### src/rtl/uart_pkg.sv
// Shared UART definitions: state encoding, default line timing and the
// clocks-per-bit derivation used by both the receiver and the transmitter.
package uart_pkg;

  typedef enum logic [2:0] {
    IDLE      = 3'd0,
    START     = 3'd1,
    DATA      = 3'd2,
    PARITY    = 3'd3,
    STOP      = 3'd4,
    WAIT_HIGH = 3'd5
  } uart_state_t;

  localparam int unsigned DEF_CLK_FREQ  = 125_000_000;
  localparam int unsigned DEF_BAUD_RATE = 230_400;

  function automatic int unsigned calc_bit_time(input int unsigned clk_freq,
                                                input int unsigned baud_rate);
    return clk_freq / baud_rate;
  endfunction

  function automatic int unsigned calc_half_bit(input int unsigned clk_freq,
                                                input int unsigned baud_rate);
    return calc_bit_time(clk_freq, baud_rate) / 2;
  endfunction

endpackage

### src/rtl/uart_sync2.sv
// Two-flop synchronizer for asynchronous single-bit inputs; resets to 1 so an
// idle-high line reads as idle straight out of reset.
module uart_sync2 (
  input  logic clk,
  input  logic rst,
  input  logic d,
  output logic q
);

  logic meta_p0;

  always_ff @(posedge clk or posedge rst) begin
    if (rst) begin
      meta_p0 <= 1'b1;
      q       <= 1'b1;
    end else begin
      meta_p0 <= d;
      q       <= meta_p0;
    end
  end

endmodule

### src/rtl/uart_rx.sv
// UART receiver, 8N1 by default; define UART_RX_PARITY_EN for 8E1 framing
// with a parity_err pulse. Samples the synchronized line at mid-bit.
module uart_rx
  import uart_pkg::*;
#(
  parameter int unsigned CLK_FREQ  = DEF_CLK_FREQ,
  parameter int unsigned BAUD_RATE = DEF_BAUD_RATE
) (
  input  logic       clk,
  input  logic       rst,
  input  logic       rx,
  output logic [7:0] data,
  output logic       data_rdy,
  output logic       frame_err,
  output logic       parity_err,
  output logic       busy
);

  localparam int unsigned BIT_TIME  = calc_bit_time(CLK_FREQ, BAUD_RATE);
  localparam int unsigned HALF_BIT  = calc_half_bit(CLK_FREQ, BAUD_RATE);
  localparam logic [15:0] BIT_LAST  = 16'(BIT_TIME - 1);
  localparam logic [15:0] HALF_LAST = 16'(HALF_BIT - 1);

`ifdef UART_RX_PARITY_EN
  localparam uart_state_t AFTER_DATA = PARITY;
`else
  localparam uart_state_t AFTER_DATA = STOP;
`endif

  logic        rx_s;
  uart_state_t state, state_nxt;
  logic [15:0] clk_count, clk_count_nxt;
  logic [3:0]  bit_index, bit_index_nxt;
  logic [7:0]  shift, shift_nxt;
  logic [7:0]  data_nxt;
  logic        data_rdy_nxt, frame_err_nxt;
  logic        par_ok;

  uart_sync2 u_sync (
    .clk (clk),
    .rst (rst),
    .d   (rx),
    .q   (rx_s)
  );

`ifdef UART_RX_PARITY_EN
  logic par_bad, par_bad_nxt, parity_err_nxt;
  assign par_ok = ~par_bad;
`else
  assign par_ok     = 1'b1;
  assign parity_err = 1'b0;
`endif

  always_comb begin
    state_nxt     = state;
    clk_count_nxt = clk_count;
    bit_index_nxt = bit_index;
    shift_nxt     = shift;
    data_nxt      = data;
    data_rdy_nxt  = 1'b0;
    frame_err_nxt = 1'b0;
`ifdef UART_RX_PARITY_EN
    par_bad_nxt    = par_bad;
    parity_err_nxt = 1'b0;
`endif
    unique case (state)
      IDLE: begin
        clk_count_nxt = '0;
        if (!rx_s) state_nxt = START;
      end
      START: begin
        if (clk_count == HALF_LAST) begin
          // A start bit that is high again at its mid-point was only a glitch.
          clk_count_nxt = '0;
          bit_index_nxt = '0;
          state_nxt     = rx_s ? IDLE : DATA;
        end else begin
          clk_count_nxt = clk_count + 16'd1;
        end
      end
      DATA: begin
        if (clk_count == BIT_LAST) begin
          clk_count_nxt = '0;
          shift_nxt     = {rx_s, shift[7:1]};
          bit_index_nxt = bit_index + 4'd1;
          if (bit_index == 4'd7) state_nxt = AFTER_DATA;
        end else begin
          clk_count_nxt = clk_count + 16'd1;
        end
      end
`ifdef UART_RX_PARITY_EN
      PARITY: begin
        if (clk_count == BIT_LAST) begin
          clk_count_nxt  = '0;
          par_bad_nxt    = ^{shift, rx_s};
          parity_err_nxt = ^{shift, rx_s};
          state_nxt      = STOP;
        end else begin
          clk_count_nxt = clk_count + 16'd1;
        end
      end
`endif
      STOP: begin
        if (clk_count == BIT_LAST) begin
          clk_count_nxt = '0;
          if (rx_s) begin
            state_nxt = IDLE;
            if (par_ok) begin
              data_nxt     = shift;
              data_rdy_nxt = 1'b1;
            end
          end else begin
            // Hold off until the line recovers so a break is not read as 0x00s.
            frame_err_nxt = 1'b1;
            state_nxt     = WAIT_HIGH;
          end
        end else begin
          clk_count_nxt = clk_count + 16'd1;
        end
      end
      WAIT_HIGH: begin
        if (rx_s) state_nxt = IDLE;
      end
      default: state_nxt = IDLE;
    endcase
  end

  always_ff @(posedge clk or posedge rst) begin
    if (rst) begin
      state     <= IDLE;
      clk_count <= '0;
      bit_index <= '0;
      shift     <= '0;
      data      <= '0;
      data_rdy  <= 1'b0;
      frame_err <= 1'b0;
    end else begin
      state     <= state_nxt;
      clk_count <= clk_count_nxt;
      bit_index <= bit_index_nxt;
      shift     <= shift_nxt;
      data      <= data_nxt;
      data_rdy  <= data_rdy_nxt;
      frame_err <= frame_err_nxt;
    end
  end

`ifdef UART_RX_PARITY_EN
  always_ff @(posedge clk or posedge rst) begin
    if (rst) begin
      par_bad    <= 1'b0;
      parity_err <= 1'b0;
    end else begin
      par_bad    <= par_bad_nxt;
      parity_err <= parity_err_nxt;
    end
  end
`endif

  assign busy = (state != IDLE);

endmodule
### config.mk
export PLATFORM = sky130hd
export DESIGN_NAME = uart_rx
export DESIGN_NICKNAME = d
export VERILOG_FILES = /design/src/rtl/uart_pkg.sv /design/src/rtl/uart_sync2.sv /design/src/rtl/uart_rx.sv
export SDC_FILE = /design/constraint.sdc
export NUM_CORES = 1
export LEC_CHECK = 0
export ABC_AREA = 0
export CAP_MARGIN = 20
export CORE_MARGIN = 2
export CORE_UTILIZATION = 54
export CTS_CLUSTER_SIZE = 10
export DETAILED_ROUTE_END_ITERATION = 8
export MAX_ROUTING_LAYER = met4
export PLACE_DENSITY = 0.73
export SKIP_CTS_REPAIR_TIMING = 1
export SLEW_MARGIN = 20
export SYNTH_ARGS = -nofsm -noshare
export SYNTH_HDL_FRONTEND = slang
export SYNTH_SLANG_ARGS = --single-unit
### constraint.sdc
create_clock -name clk -period 2.52 [get_ports clk]
set_input_delay 0.252 -clock clk [delete_from_list [all_inputs] [get_ports clk]]
set_output_delay 0.252 -clock clk [all_outputs]
set_load 0.01 [all_outputs]
==> results of run 1 <==
-- worst paths after layout --
| check | startpoint | endpoint | slack [ps] | cells past startpoint |
|---|---|---|---|---|
| max | clk_count[1]$_DFFE_PP0P_ | clk_count[5]$_DFFE_PP0P_ | 280 | 7 |
| min | rx | u_sync.meta_p0$_DFF_PP1_ | 350 | 1 |
| max reg2reg | clk_count[1]$_DFFE_PP0P_ | clk_count[5]$_DFFE_PP0P_ | 280 | 7 |
| min reg2reg | u_sync.meta_p0$_DFF_PP1_ | u_sync.q$_DFF_PP1_ | 360 | 0 |
| max in group asynchronous | rst | u_sync.q$_DFF_PP1_ | 1760 | 3 |
| min in group asynchronous | rst | data_rdy$_DFF_PP0_ | 380 | 3 |
-- flip-flops by register name (all words and copies together), names as in the netlist --
| name | cells |
|---|---|
| bit_index | 4 |
| clk_count | 16 |
| u_sync.q | 1 |
| data | 8 |
| state | 3 |
| u_sync.meta_p0 | 1 |
| shift | 8 |
| data_rdy | 1 |
| frame_err | 1 |
-- worst register-to-register path: stages (launching register included) --
cell and delay [ps]:
dfrtp_1 440, inv_1 120, ha_1 150, and4b_1 230
and4_1 520, o22ai_2 340, a21oi_1 220, o22ai_1 100
-- layout make-up --
type                    instances  area (sq um)
repair buffers                 14           138
flip-flops and latches         43          1080
inverters                       7          26.3
clock inverters                 3          43.8
clock buffers                   5          68.8
fillers                       299          1350
multi-input cells             140           976
well taps                      48          60.1
-- cells by family (layout without fill, tap and decap cells) --
kind of cell             Yosys count  count (layout)  synth area share
AND/OR/NAND/NOR                   72              72             0.194
AO/OA/AOI/OAI                     44              45             0.139
flip-flops                        43              43             0.504
buffers and inverters             17              29            0.0450
multiplexers                      16              16            0.0843
adder cells (fa/ha/maj)            4               4            0.0234
XOR/XNOR                           2               2           0.00819
other                              1               1           0.00175
-- per-layer routing --
layer,vias up,track usage
met1,754,0.255
met4,0,0.0918
met3,14,0.0405
met2,47,0.343
met5,-,-
li1,762,-
-- placed cells by master (no fill, tap or decap), types with 2 or more instances in the layout --
cell type | synthesis | layout
o31ai_1 | 2 | 2
o21ai_0 | 7 | 7
dfrtp_1 | 41 | 41
dfstp_2 | 2 | 2
clkdlybuf4s50_1 | 0 | 13
ha_1 | 4 | 4
a21oi_1 | 8 | 8
nor2_1 | 10 | 10
o22ai_1 | 4 | 4
nand3_1 | 10 | 10
inv_1 | 6 | 6
a41oi_1 | 6 | 6
nand4_1 | 5 | 5
xor2_1 | 2 | 2
or2_2 | 2 | 2
and3_1 | 4 | 4
nand2b_1 | 4 | 4
nor3_1 | 4 | 4
nand2_1 | 19 | 19
a21o_1 | 2 | 2
a31oi_1 | 11 | 11
and4_1 | 2 | 2
and2_1 | 2 | 2
clkbuf_8 | 0 | 5
mux2_2 | 16 | 16
-- where the power goes --
part           internal [mW]  switching (mW)  total (mW)
logic                0.00395          0.0136      0.0175
clock network          0.295           0.243       0.538
registers              0.692         0.00198       0.694
-- through the flow --
stage               total power, mW  area (sq um)  setup slack, ps  utilization
floorplan                     0.719          2140              708            -
global placement              0.726          2270              415        0.605
detailed placement            0.726          2270              276        0.605
CTS                            1.26          2380              259        0.635
global route                   1.30          2390              155        0.639
finish                         1.25          2390              278        0.639
==> metrics.md, run 1 <==
| Metric | Value |
|---|---|
| Met3 wire len | about 180 um |
| Slowest CP cell | and4_1 |
| Hold WS | 354 ps |
| Post-synth ARST share | 1.00 |
| Seq/Total Area, Yosys | 0.504 |
| Fin crit period | approximately 2200 ps |
| Starting Density | 0.571 |
| Fin crit share | 0.890 |
| Post-synth top cells | dfrtp_1 (41), nand2_1 (19), mux2_2 (16) |
| Dominant synthesized flop cell | dfrtp_1 |
| Most frequent cell after synthesis | dfrtp_1 |
| Routed via count | 1,577 |
| RSZ-0062 raised after global routing | no |
| TNS Setup | 0 ps |
| Slew Limit Fails | 0 |
| M1 wire length | 1790 um |
| Pwr dens | ~520 nW/um^2 |
| I/O pin count | 15 |
| Drt initial violations | 124 |
| CP top delay family | simple AND/OR/NAND/NOR gates |
| Chip Width | 66.9 um |
| Hold Vio Cnt, Final | 0 |
| Endpoints failing setup | 0 |
| Max Fclk | 446 MHz |
| Post-synth top area share | 0.480 |
| DIE HEIGHT | 66.9 um |
| Max Cap Viol | 0 |
| # DRC | 0 |
| Mean post-synth cell area | 10.7 sq um |
| YS warnings | 0 |
| Setup crit start kind | flop |
| Routed len/inst | 15.8 um |
| Initial antenna violation count | 0 |
| Largest net degree at the start of global routing | 44 |
| Area grow syn2layout | 11.8% |
| First-pass GRT wire length | 6810 um |
| Synth area leaders | dfrtp_1 (48%), mux2_2 (8.4%), nand2_1 (3.3%) |
| Clock Sinks | 43 |
| Measured slew at the worst slew-check pin | between 500 and 600 ps |
| CP peak stage delay | 520 ps |
| # port buffers | 13 |
| Netlist Area Pre-Place | 2140 sq um |
| Drt pass-1 iters | 4 |
| Non-Filler Instances | 260 |
| Share of cells above drive strength 1 | 0.170 |
| CTS tree | done |
| # H-tree levels | 2 |
| Syn nets | 206 |
| Gr ovfl total | 0 |
| Clk_skew | 7.47 ps |
| Critical Path End Type | flop |
| Yosys top cell by area | dfrtp_1 |
| Worst IR drop on VDD | 0.000320 V |
| Critical-path cell list | inv_1 > ha_1 > and4b_1 > and4_1 > o22ai_2 > a21oi_1 > o22ai_1 |
| Number of core rows | 22 |
| Worst EP required | 2700 ps |
| CTS Buf Count | 5 |
| GRT Util Overall | 0.210 |
| Via-per-instance ratio | 6.07 |
| Clk root buf | clkbuf_8 |
| WL met2 | 2020 um |
| Crit Path Max Fanout | 12 |
| Synth Instances | 199 |
| DRT Wirelength | 4110 um |
| Full die area | 4480 sq um |
| Max Buffers Root-to-Sink | 2 |
| Core footprint | 3740 sq um |
| Via count of the first global-routing pass | 1,470 |
| Placer congestion estimate | 0.783 |
| Inserted Diodes | 0 |
| DRT antenna net count | 0 |
| Inst Count DP | 251 |
| #FFs+latches synth | between 40 and 50 |
| Leakage Power | ~1.1 nW |
| Clock latency on the worst-skew pair | roughly 300 ps |
| Synth unique cells | 43 |
| Worst setup path class | flop to flop |
| Critical path arrival | 2420 ps |
| Post-layout nets | 218 |
| Max_slew headroom | 0.601 |
| Top Layer Used | met4 |
| Outcome | finished clean |
| Post-synth EDFFs | 0 |
| Hold Path Class | input port to flop |
| Number of buffers and inverters on the critical path | 1 |
| Hpwl dp | 2760 um |
| Clk slew on worst S/H paths | around 80 ps |
No activity file was read; power rests on OpenSTA's default activity.
==> inputs of run 2 (changes only) <==
CAP_MARGIN = default   (was 20)
==> results of run 2 <==
No change in the layout: final DEF, timing and power equal those of run 1.
==> inputs of run 3 (changes only) <==
CTS_BUF_LIST = sky130_fd_sc_hd__clkbuf_8   (was default)
==> results of run 3 <==
No change in the layout: final DEF, timing and power equal those of run 1.
==> patch (config.mk and constraints of run 2) <==
Put one more register stage on the output `frame_err`, without a reset. The value now appears one clock later. The other outputs are not delayed to match.
--- a/src/rtl/uart_rx.sv
+++ b/src/rtl/uart_rx.sv
@@ -22,2 +22,4 @@
   localparam logic [15:0] HALF_LAST = 16'(HALF_BIT - 1);
+
+  logic frame_err_s0;
 
@@ -135,3 +137,3 @@
       data_rdy  <= 1'b0;
-      frame_err <= 1'b0;
+      frame_err_s0 <= 1'b0;
     end else begin
@@ -143,3 +145,3 @@
       data_rdy  <= data_rdy_nxt;
-      frame_err <= frame_err_nxt;
+      frame_err_s0 <= frame_err_nxt;
     end
@@ -161,2 +163,6 @@
 
+  always_ff @(posedge clk) begin
+    frame_err <= frame_err_s0;
+  end
+
 endmodule
Check against the original RTL: no difference found for any inputs over 10 cycles, from zero or initial values and one cycle with rst high; that may be too few to reach the edited logic, so the function may still have changed.
==> patch against run 2 <==
Total power is 1.2% higher; combinational power hardly changed; wire length is 1.9% lower; setup slack worse by 53 ps; critical path depth stayed put; final area is 0.26% higher; sequential cell count is 1 higher; critical path type unchanged; highest routed layer unchanged; synthesized area is 0.94% higher.
==> patch: results <==
set metrics [dict create \
    status "finished clean" \
    post-place-ws_ps 299 \
    via_count 1589 \
    synth-seq-area-share_pct 50.9 \
    dpl.hpwl_mm 2.73 \
    holdWs_ps 351 \
    finalWirelength_mm 4.03 \
    r2r_slack_ps 230 \
    cts_max_path_buffers 2 \
    finClkSkew_ps 8.50 \
    buffer_area_share_pct 5.74 \
    grt_pass1_vias 1508 \
    routed_via_density 6.11 \
    drive_gt1_share_pct 16.5 \
    synth_compound_area_share_pct 13.8 \
    hp-class "flip-flop to flip-flop" \
    multi_input_gates 139 \
    async_flop_share_pct 97.7 \
    synth-xor-area-share_pct 0.812 \
    ys_top_cells_by_area "dfrtp_1, mux2_2, nand2_1" \
    cp_slowest_cell "o22ai_4" \
    synthAdderAreaFrac_pct 2.32 \
    synth.distinct_cells 44 \
    whs_path_depth 0 \
    cts.sinks 44 \
    worst_pin_slew_ps 666 \
    leakage_nw 1.13 \
    vdd_drop_max_v 0.000233 \
    fmax_mhz 436 \
    crit_family "compound AO/OA/AOI/OAI gates" \
    synthMuxAreaShare_pct 8.35 \
    ff2ff_path_depth 7 \
    syn_inst 200 \
    grt_pass1_wl_mm 6.99 \
    final-clk-cell-share_pct 4.65 \
    groute.usage.overall_pct 21.4 \
    finalWeightedCongestion 0.839 \
    multiInputGateArea_sq_um 963 \
    dp_cells 252 \
    crit_arrival_ps 2510 \
    register_area_sq_mm 0.00110 \
    crit_path_max_incr_delay_ps 540 \
    synthesis.nets 207 \
    drtIter0Drc 164 \
    fillerInstances 315 \
]
## patch: routing by layer
metal / wire [microns] / track usage [%] / up-vias
met3: 159 / 5.00 / 4
met2: 2010 / 33.9 / 42
met5: 0 / - / -
li1: - / - / 759
met1: 1830 / 26.9 / 784
met4: 29 / 7.65 / 0
## patch: where the power goes
group | total, mW | internal [mW] | switching (mW)
registers | 0.710 | 0.708 | 0.00201
logic | 0.0175 | 0.00395 | 0.0135
clock network | 0.537 | 0.293 | 0.244
## patch: worst paths after layout
kind | startpoint | end
max | clk_count[1] | clk_count[7]
min | frame_err_s0 | frame_err
max reg2reg | clk_count[1] | clk_count[7]
min reg2reg | frame_err_s0 | frame_err
max in group asynchronous | rst | u_sync.q
min in group asynchronous | rst | data[1]
## patch: stage by stage
step | cell area, sq um | util (%)
after CTS | 2400 | 64.0
after floorplan | 2160 | -
after global routing | 2400 | 64.0
after global placement | 2290 | 61.1
after detailed placement | 2290 | 61.1
final | 2400 | 64.0
